[src/rtl/cic_pkg.sv]
// Shared types and helpers for the CIC decimation chain output stages.
package cic_pkg;

  typedef enum logic [1:0] {
    ST_IDLE,
    ST_MAC,
    ST_DRAIN,
    ST_OUT
  } cic_comp_state_t;

  // Accumulator width that holds NUM_TAPS full-width products without loss.
  function automatic int unsigned acc_width(input int unsigned inp_dw,
                                            input int unsigned coef_dw,
                                            input int unsigned num_taps);
    return inp_dw + coef_dw + int'($clog2(num_taps));
  endfunction

endpackage

[src/rtl/round_sat.sv]
// Round-half-up arithmetic right shift followed by saturation to OUT_DW.
module round_sat #(
  parameter int unsigned IN_DW  = 53,
  parameter int unsigned OUT_DW = 32,
  parameter int unsigned SHIFT  = 16
) (
  input  logic signed [IN_DW-1:0]  acc,
  output logic signed [OUT_DW-1:0] dout_c
);

  // One guard bit so adding the rounding constant can never wrap.
  localparam int unsigned EW = IN_DW + 1;

  localparam logic signed [EW-1:0] HALF =
    {{(EW-SHIFT){1'b0}}, 1'b1, {(SHIFT-1){1'b0}}};
  localparam logic signed [EW-1:0] MAX_V =
    {{(EW-OUT_DW+1){1'b0}}, {(OUT_DW-1){1'b1}}};
  localparam logic signed [EW-1:0] MIN_V =
    {{(EW-OUT_DW+1){1'b1}}, {(OUT_DW-1){1'b0}}};

  logic signed [EW-1:0] ext;
  logic signed [EW-1:0] rnd;

  assign ext = EW'(acc);
  assign rnd = (ext + HALF) >>> SHIFT;

  always_comb begin
    dout_c = OUT_DW'(rnd);
    if (rnd > MAX_V) begin
      dout_c = OUT_DW'(MAX_V);
    end else if (rnd < MIN_V) begin
      dout_c = OUT_DW'(MIN_V);
    end
  end

endmodule

[src/rtl/cic_comp_fir.sv]
// CIC droop compensation FIR: circular delay line, one shared MAC,
// rounded and saturated valid-only output stream.
module cic_comp_fir
  import cic_pkg::*;
#(
  parameter int unsigned INP_DW   = 32,
  parameter int unsigned OUT_DW   = 32,
  parameter int unsigned COEF_DW  = 18,
  parameter int unsigned NUM_TAPS = 21
) (
  input  logic                      clk,
  input  logic                      reset_n,
  input  logic signed [INP_DW-1:0]  s_axis_in_tdata,
  input  logic                      s_axis_in_tvalid,
  output logic                      s_axis_in_tready,
  input  logic signed [COEF_DW-1:0] s_axis_coef_tdata,
  input  logic                      s_axis_coef_tvalid,
  input  logic                      s_axis_coef_tlast,
  output logic                      s_axis_coef_tready,
  output logic signed [OUT_DW-1:0]  m_axis_out_tdata,
  output logic                      m_axis_out_tvalid,
  output logic                      overflow
);

  localparam int unsigned ACC_DW  = acc_width(INP_DW, COEF_DW, NUM_TAPS);
  localparam int unsigned PROD_DW = INP_DW + COEF_DW;
  localparam int unsigned PTR_W   = $clog2(NUM_TAPS);

  localparam logic [PTR_W-1:0] LAST_IDX = PTR_W'(NUM_TAPS - 1);
  localparam logic signed [COEF_DW-1:0] UNITY = {2'b01, {(COEF_DW-2){1'b0}}};

  cic_comp_state_t state_q;
  cic_comp_state_t state_d;

  logic signed [INP_DW-1:0]  x_mem [NUM_TAPS];
  logic signed [COEF_DW-1:0] c_mem [NUM_TAPS];

  logic [PTR_W-1:0] wr_ptr;
  logic [PTR_W-1:0] coef_ptr;
  logic [PTR_W-1:0] base;
  logic [PTR_W-1:0] tap;
  logic [PTR_W-1:0] rd_idx;

  logic signed [PROD_DW-1:0] prod_reg;
  logic signed [ACC_DW-1:0]  acc;
  logic signed [OUT_DW-1:0]  rs_c;

  logic in_fire;
  logic coef_fire;

  assign in_fire   = s_axis_in_tvalid && (state_q == ST_IDLE);
  assign coef_fire = s_axis_coef_tvalid && s_axis_coef_tready;

  // Newest sample sits at base; older taps walk backwards around the ring.
  assign rd_idx = (base >= tap) ? PTR_W'(base - tap)
                                : PTR_W'(int'(base) + int'(NUM_TAPS) - int'(tap));

  round_sat #(
    .IN_DW (ACC_DW),
    .OUT_DW(OUT_DW),
    .SHIFT (COEF_DW - 2)
  ) u_round_sat (
    .acc   (acc),
    .dout_c(rs_c)
  );

  // State register.
  always_ff @(posedge clk or negedge reset_n) begin
    if (!reset_n) begin
      state_q <= ST_IDLE;
    end else begin
      state_q <= state_d;
    end
  end

  // Next-state logic.
  always_comb begin
    state_d = state_q;
    case (state_q)
      ST_IDLE:  if (s_axis_in_tvalid) state_d = ST_MAC;
      ST_MAC:   if (tap == LAST_IDX) state_d = ST_DRAIN;
      ST_DRAIN: state_d = ST_OUT;
      ST_OUT:   state_d = ST_IDLE;
      default:  state_d = ST_IDLE;
    endcase
  end

  // Datapath, coefficient bank and registered outputs.
  always_ff @(posedge clk or negedge reset_n) begin
    if (!reset_n) begin
      s_axis_in_tready   <= 1'b1;
      s_axis_coef_tready <= 1'b1;
      m_axis_out_tdata   <= '0;
      m_axis_out_tvalid  <= 1'b0;
      overflow           <= 1'b0;
      wr_ptr             <= '0;
      coef_ptr           <= '0;
      base               <= '0;
      tap                <= '0;
      prod_reg           <= '0;
      acc                <= '0;
      for (int i = 0; i < int'(NUM_TAPS); i++) begin
        x_mem[i] <= '0;
        c_mem[i] <= (i == 0) ? UNITY : '0;
      end
    end else begin
      s_axis_in_tready   <= (state_d == ST_IDLE);
      s_axis_coef_tready <= (state_d == ST_IDLE);
      m_axis_out_tvalid  <= 1'b0;

      if (s_axis_in_tvalid && (state_q != ST_IDLE)) begin
        overflow <= 1'b1;
      end

      if (coef_fire) begin
        c_mem[coef_ptr] <= s_axis_coef_tdata;
        coef_ptr <= (s_axis_coef_tlast || (coef_ptr == LAST_IDX)) ? '0
                                                                   : coef_ptr + PTR_W'(1);
      end

      case (state_q)
        ST_IDLE: begin
          if (in_fire) begin
            x_mem[wr_ptr] <= s_axis_in_tdata;
            base          <= wr_ptr;
            wr_ptr        <= (wr_ptr == LAST_IDX) ? '0 : wr_ptr + PTR_W'(1);
            acc           <= '0;
            tap           <= '0;
          end
        end
        ST_MAC: begin
          prod_reg <= PROD_DW'(c_mem[tap]) * PROD_DW'(x_mem[rd_idx]);
          if (tap != '0) begin
            acc <= acc + ACC_DW'(prod_reg);
          end
          if (tap != LAST_IDX) begin
            tap <= tap + PTR_W'(1);
          end
        end
        ST_DRAIN: begin
          acc <= acc + ACC_DW'(prod_reg);
        end
        ST_OUT: begin
          m_axis_out_tdata  <= rs_c;
          m_axis_out_tvalid <= 1'b1;
        end
        default: ;
      endcase
    end
  end

endmodule

[config.mk]
export PLATFORM = sky130hd
export DESIGN_NAME = cic_comp_fir
export DESIGN_NICKNAME = d
export VERILOG_FILES = /design/src/rtl/cic_pkg.sv /design/src/rtl/round_sat.sv /design/src/rtl/cic_comp_fir.sv
export SDC_FILE = /design/constraint.sdc
export NUM_CORES = 2
export LEC_CHECK = 0
export CORE_UTILIZATION = 50
export CTS_BUF_LIST = sky130_fd_sc_hd__clkbuf_4 sky130_fd_sc_hd__clkbuf_8 sky130_fd_sc_hd__clkbuf_16
export CTS_CLUSTER_DIAMETER = 80
export DETAILED_ROUTE_END_ITERATION = 8
export HOLD_SLACK_MARGIN = 0.03
export PLACE_DENSITY = 0.66
export SLEW_MARGIN = 20
export SYNTH_ARGS = -nofsm -noshare
export SYNTH_HDL_FRONTEND = slang
export SYNTH_SLANG_ARGS = --single-unit
export TNS_END_PERCENT = 10
[constraint.sdc]
create_clock -name clk -period 11.4 [get_ports clk]
set_input_delay 1.14 -clock clk [delete_from_list [all_inputs] [get_ports clk]]
set_output_delay 1.14 -clock clk [all_outputs]
set_load 0.01 [all_outputs]
==> summary.md <==
| Metric | Value |
|---|---|
| Initial antenna violation count | `2` |
| CP arrival | `11.48 ns` |
| Highest routed layer | `met5` |
| Most common cell in the netlist | `dfrtp_1` |
| Crit path launch type | `register` |
| Worst flop-to-flop path startpoint | `tap[0]` |
| Biggest register | `x_mem` |
| Area grow syn2layout | `10.2%` |
| Hold Vio Cnt, Final | `0` |
| Footprint of the multi-input gates | `0.0462 sq mm` |
| Final core utilization | `55.6%` |
| Predominant post-synthesis flop cell | `dfrtp_1` |
| Largest family of logic cells by synthesized area | `multiplexers` |
| Count of final setup violators | `0` |
| Critical Path Sink Type | `register` |
| Port Buffer Count | `90` |
| Largest register FFs | `672` |
| Seq/Total Area, Yosys | `37.4%` |
| Max Slew Vio Count | `0` |
| #FFs+latches synth | `1212` |
| Global Route Usage Sum | `28.1%` |
| CTS root buf | `clkbuf_16` |
| Synth Area in XOR/XNOR | `1.38%` |
| Mapped Nets | `7600` |
| Final wirelength | `226000 um` |
| WP data required | `12.06 ns` |
| Final ANT Viol Nets | `0` |
| Core Area | `0.161 sq mm` |
| Worst Hold Class | `primary input to asynchronous set/reset pin` |
| Share of layout cells above drive strength 1 | `26.7%` |
| CTS max path bufs | `3` |
| Most frequent CP cell | `fa_1` |
| Ys Warns | `0` |
| Mapped Avg Cell Area | `11.9 sq um` |
| Worst-path clk slew | `0.06 ns` |
| # nets final | `7499` |
| Top Registers | `x_mem: 672 flops, c_mem: 378 flops, acc: 55 flops` |
| Vias | `55304` |
| Relative slew slack | `18.4%` |
| Worst Skew | `0.0227 ns` |
| Yosys top cell by area | `dfrtp_1` |
| FP Rows | `147` |
| Final Cycle Share | `94.9%` |
| Clock sinks | `1212` |
| Die H | `405 um` |
| Largest net degree at the start of global routing | `198` |
| Placed cell count | `8705` |
| Gr ovfl total | `0` |
| Gpl congestion | `0.977` |
| Post-synthesis mux area share | `23.3%` |
| Post-Synth Adder-Cell Area | `16.9%` |
| First-pass GRT wire length | `353000 um` |
| Clock Latency Late Sink | `0.79 ns` |
| # H-tree levels | `4` |
| WL met1 | `97100 um` |
| Cts hold-fix bufs | `0` |
| Starting Density | `50.4%` |
| CTS tree | `done` |
| Initial drt markers | `5412` |
| Worst slew pin tran | `1.22 ns` |
| Detailed Routing Iterations Pass 1 | `7` |
| Crit path time final | `10.82 ns` |
| Vias in the first global route | `57786` |
| CP max stage delay | `0.83 ns` |
| Crit-path slowest cell | `o21ai_2` |
| CP Class | `register to register` |
| Fraction of synthesis flops using an asynchronous set or reset pin | `100%` |
| EDFF count, synth | `0` |
| Syn Inst Count | `6787` |
| Post-synthesis simple-gate area fraction | `3.28%` |
| Share of the synthesized area in the top cell type | `37.3%` |
| Vias per cell | `6.18` |
| Routed WL per cell | `25.3 um` |
| Top post-synthesis cells by area | `dfrtp_1 37%, mux2_2 15%, fa_1 14%, mux2i_1 5.1%, inv_1 3.3%` |
| Max-cap violations | `0` |
| Area of the die | `0.164 sq mm` |
| Met2 WL post-DR | `105000 um` |
| FMAX | `92.4 MHz` |
| Dpl hpwl | `154000 um` |
| Finished Cell Area | `0.0894 sq mm` |
| I/O pin count | `91` |
| Number of distinct library cells after synthesis | `86` |
| DIE WIDTH | `405 um` |
| Cell Area, Synth | `0.0811 sq mm` |
| Crit path max fanout | `41` |
| Fillcell total | `13435` |
| RSZ-0062 raised after global routing | `false` |
| Crit path launch | `tap[0]` |
| Most frequent cells after synthesis | `1210 x dfrtp_1, 1087 x mux2_2, 722 x inv_1, 558 x fa_1, 415 x mux2i_1` |
| Outcome | `finished clean` |
| Post-synthesis compound-gate area fraction | `11.5%` |
| Met3 wire len | `16700 um` |
| Total CTS buffers | `135` |
| Setup tns final | `0 ns` |
| Register area | `0.0303 sq mm` |
| Placed Area | `0.0846 sq mm` |
| Drt drc | `0` |
| Non-Filler Instances | `8952` |
## logic make-up after synthesis
logic type / after synthesis
multiplexers: 1614
XOR/XNOR: 126
AND/OR/NAND/NOR: 581
flip-flops: 1212
buffers and inverters: 1266
adder cells (fa/ha/maj): 758
AO/OA/AOI/OAI: 1230
## through the flow
stage                     setup WS [ns]  hold slack [ns]
after floorplan                    1.81            0.447
after global placement            0.475            0.452
after detailed placement          0.345            0.457
after CTS                         0.318            0.393
after global routing              0.155            0.387
final                             0.581            0.293
## area by class of cell
class / count / share of cell area [%]
diodes: 1 / 0.00280
clock buffers: 200 / 4.63
clock inverters: 42 / 0.613
inverters: 723 / 3.04
multi-input cells: 4309 / 51.6
flip-flops and latches: 1212 / 33.9
well taps: 2160 / 3.02
repair buffers: 305 / 3.13
## final timing paths
path	endpoint	slack, ns	cells after the start
max in group asynchronous	c_mem[160]	8.60	4
min in group clk	overflow	0.48	1
min reg2reg	overflow	0.48	1
max	prod_reg[49]	0.58	33
max reg2reg	prod_reg[49]	0.58	33
min	x_mem[216]	0.29	1
## critical path: cells and delay by family (launching register included)
family / cells / cell delay, ns
DFF: 1 / 0.50
and+or+nand+nor: 4 / 0.99
AOI/OAI and AO/OA: 11 / 3.62
muxes: 3 / 0.36
buffers and inverters: 6 / 0.61
adders and majority gates: 8 / 4.01
xor gates and xnor gates: 1 / 0.53
## metal layers
metal  up-vias  global-route usage, %
met1     28905                   38.6
met3       486                   5.68
met2      2150                   44.5
met4         2                   9.06
li1      23761                      -
met5         -                      0
## cells in the final DEF (no fill, tap or decap), types with 138 or more instances in the layout
cell / n
mux2_2: 1086
ha_1: 199
clkbuf_16: 138
dfrtp_1: 1208
mux2i_1: 413
a22oi_1: 297
inv_1: 722
a22o_1: 243
buf_4: 193
nand2_1: 220
fa_1: 558
## timing repair
action	4_1_cts	5_1_grt
gates resized for setup	0	7
setup endpoints to repair	0	4
hold endpoints to repair	0	0
buffers inserted	0	3
Power is left out: the tool's default activity adds up to more than one toggle a clock period on the data nets, which glitch-free logic cannot reach.
==> RTL edit: new RTL, same settings <==
Register the output `overflow` once more; this adds one clock of latency there. The other outputs are not delayed to match.
--- a/src/rtl/cic_comp_fir.sv
+++ b/src/rtl/cic_comp_fir.sv
@@ -30,2 +30,4 @@
   localparam logic signed [COEF_DW-1:0] UNITY = {2'b01, {(COEF_DW-2){1'b0}}};
+
+  logic overflow_s0;
 
@@ -94,3 +96,3 @@
       m_axis_out_tvalid  <= 1'b0;
-      overflow           <= 1'b0;
+      overflow_s0        <= 1'b0;
       wr_ptr             <= '0;
@@ -111,3 +113,3 @@
       if (s_axis_in_tvalid && (state_q != ST_IDLE)) begin
-        overflow <= 1'b1;
+        overflow_s0 <= 1'b1;
       end
@@ -151,2 +153,6 @@
 
+  always_ff @(posedge clk) begin
+    overflow <= overflow_s0;
+  end
+
 endmodule
Check against the original RTL: not settled (the Yosys comparison gave no result); the edit may change what the design does.
==> RTL edit against the unedited design <==
- first-iteration DRC count is 8.7% lower
- die area hardly changed
- design area hardly changed
- routed wire length hardly changed
- setup slack better by 0.099 ns
- critical path type unchanged
- core utilization hardly changed
- synthesized cell count hardly changed
- count of clock-buffer cells in the layout is 13 higher
- sequential cell count is 1 higher
- area after synthesis hardly changed
Power is not shown: default switching activity piles up to over one toggle a cycle in this logic, so the estimate is an artifact.
==> RTL edit: results (changes against the unedited design) <==
Parameter                              Value

Outcome
  Run status ... completed (unchanged)

Synth
  Most used standard cells in the synthesized netlist ... 1210 x dfrtp_1, 1087 x mux2_2, 722 x inv_1, 558 x fa_1, 415 x mux2i_1 (unchanged)
  Sequential area share after synthesis ... 0.3742 (was 0.3740)
  Top cells by area, synth ... dfrtp_1 37%, mux2_2 15%, fa_1 14% (unchanged)
  Netlist cell types ... 87 (was 86)
  Proportion of register bits with asynchronous set or reset after synthesis ... 0.9992 (was 1.000)
  Syn Nets ... 7601 (was 7600)

Clocking
  Total clock buffers created by CTS ... 134 (was 135)
  Deepest clock path buffer count ... 3 (unchanged)
  CTS root buf ... clkbuf_16 (unchanged)
  H-tree level count ... 4 (unchanged)

Cells and area
  Top Registers ... x_mem x672, c_mem x378, acc x55 (unchanged)
  Diode count ... 0 (was 1)
  Fraction of final layout cells sized beyond drive strength 1 ... 0.2685 (was 0.2665)
  Count of filler cells inserted in the layout ... 13560 (was 13440)
  Total Nets Final ... 7515 (was 7499)

Global route
  Vias in the first global route ... 57720 (was 57790)
  Wire length of the first global-routing pass ... 352800 um (was 352600 um)
  Largest net degree at the start of global routing ... 183 (was 198)
  Total global-route track usage ... 0.2810 (was 0.2805)
  Antenna violations before repair ... 3 (was 2)

Timing
  Worst clock skew ... 0.03022 ns (was 0.02272 ns)
  Final Setup Violations ... 0 (unchanged)
  Worst slew margin ... 0.1918 (was 0.1839)

Routing
  Detail-routed net length per standard cell ... 25.27 um (was 25.29 um)
  DR iter-0 viols ... 4943 (was 5412)
  Count of vias placed by the detailed router ... 55090 (was 55300)

Setup path
  Highest fanout seen on the critical path ... 30 (was 41)
  Arrival time of the worst setup path ... 11.38 ns (was 11.48 ns)
  Delay contributed by the slowest stage of the critical path ... 0.92 ns (was 0.83 ns)

Place
  Placed wire-length estimate after detailed placement ... 156600 um (was 153900 um)
  Final weighted congestion in routability-driven placement ... 0.9721 (was 0.9769)
  Post-detailed-placement cell area ... 84720 sq um (was 84580 sq um)
  Post-place setup slack ... 0.4990 ns (was 0.3445 ns)
  IO buf count ... 90 (unchanged)
RTL edit: changes by cell type after synthesis:
cell / unedited run / this run
dfxtp_1: 0 / 1
RTL edit: repair_timing:
item                       4_1_cts  5_1_grt
gates resized for setup          0        2
setup endpoints to repair        0        2
hold buffers                     0        0
RTL edit: worst paths after layout:
check | start | to | slack (ns) | depth (start not counted)
min in group clk | overflow_s0 | overflow | 0.39 | 0
setup / recovery | tap[0] | prod_reg[42] | 0.68 | 32
max in group asynchronous | reset_n | acc[32] | 8.79 | 4
hold reg to reg | overflow_s0 | overflow | 0.39 | 0
setup reg to reg | tap[0] | prod_reg[42] | 0.68 | 32
hold / removal | reset_n | x_mem[286] | 0.27 | 1
RTL edit: area by class of cell:
| class | instances | area [sq um] | share of cell area |
|---|---|---|---|
| well taps | 2160 | 2703 | 0.03023 |
| clock inverters | 28 | 355.3 | 0.003975 |
| inverters | 723 | 2714 | 0.03036 |
| repair buffers | 321 | 2882 | 0.03223 |
| flip-flops and latches | 1213 | 30360 | 0.3396 |
| multi-input cells | 4309 | 46110 | 0.5158 |
| clock buffers | 213 | 4273 | 0.04780 |
RTL edit: routing by layer:
metal | GRT usage | share of wire | vias to the layer above
met5 | 0 | 0.00017 | -
met4 | 0.1025 | 0.039 | 6
met3 | 0.04950 | 0.069 | 549
met2 | 0.4438 | 0.46 | 2036
met1 | 0.3885 | 0.43 | 28700
li1 | - | - | 23800
RTL edit: critical path: cells and delay by family (launching register included):
| kind | cells | cell delay [ns] |
|---|---|---|
| AOI/OAI and AO/OA | 12 | 4.19 |
| adders and majority gates | 8 | 3.71 |
| muxes | 4 | 1.25 |
| buffers and inverters | 6 | 0.59 |
| DFF | 1 | 0.49 |
| and+or+nand+nor | 1 | 0.16 |
| xor gates and xnor gates | 1 | 0.15 |
RTL edit: stage by stage:
step,cells,util
floorplan,6788,-
global placement,8725,0.5269
detailed placement,8725,0.5270
CTS,8966,0.5558
global route,8967,0.5561
finish,8967,0.5561
RTL edit: cell families after synthesis:
| logic type | Yosys count | share of synthesized area |
|---|---|---|
| AO/OA/AOI/OAI | 1230 | 0.1153 |
| XOR/XNOR | 126 | 0.01384 |
| adder cells (fa/ha/maj) | 758 | 0.1686 |
| buffers and inverters | 1266 | 0.06222 |
| flip-flops | 1213 | 0.3742 |
| multiplexers | 1614 | 0.2331 |
| AND/OR/NAND/NOR | 581 | 0.03279 |
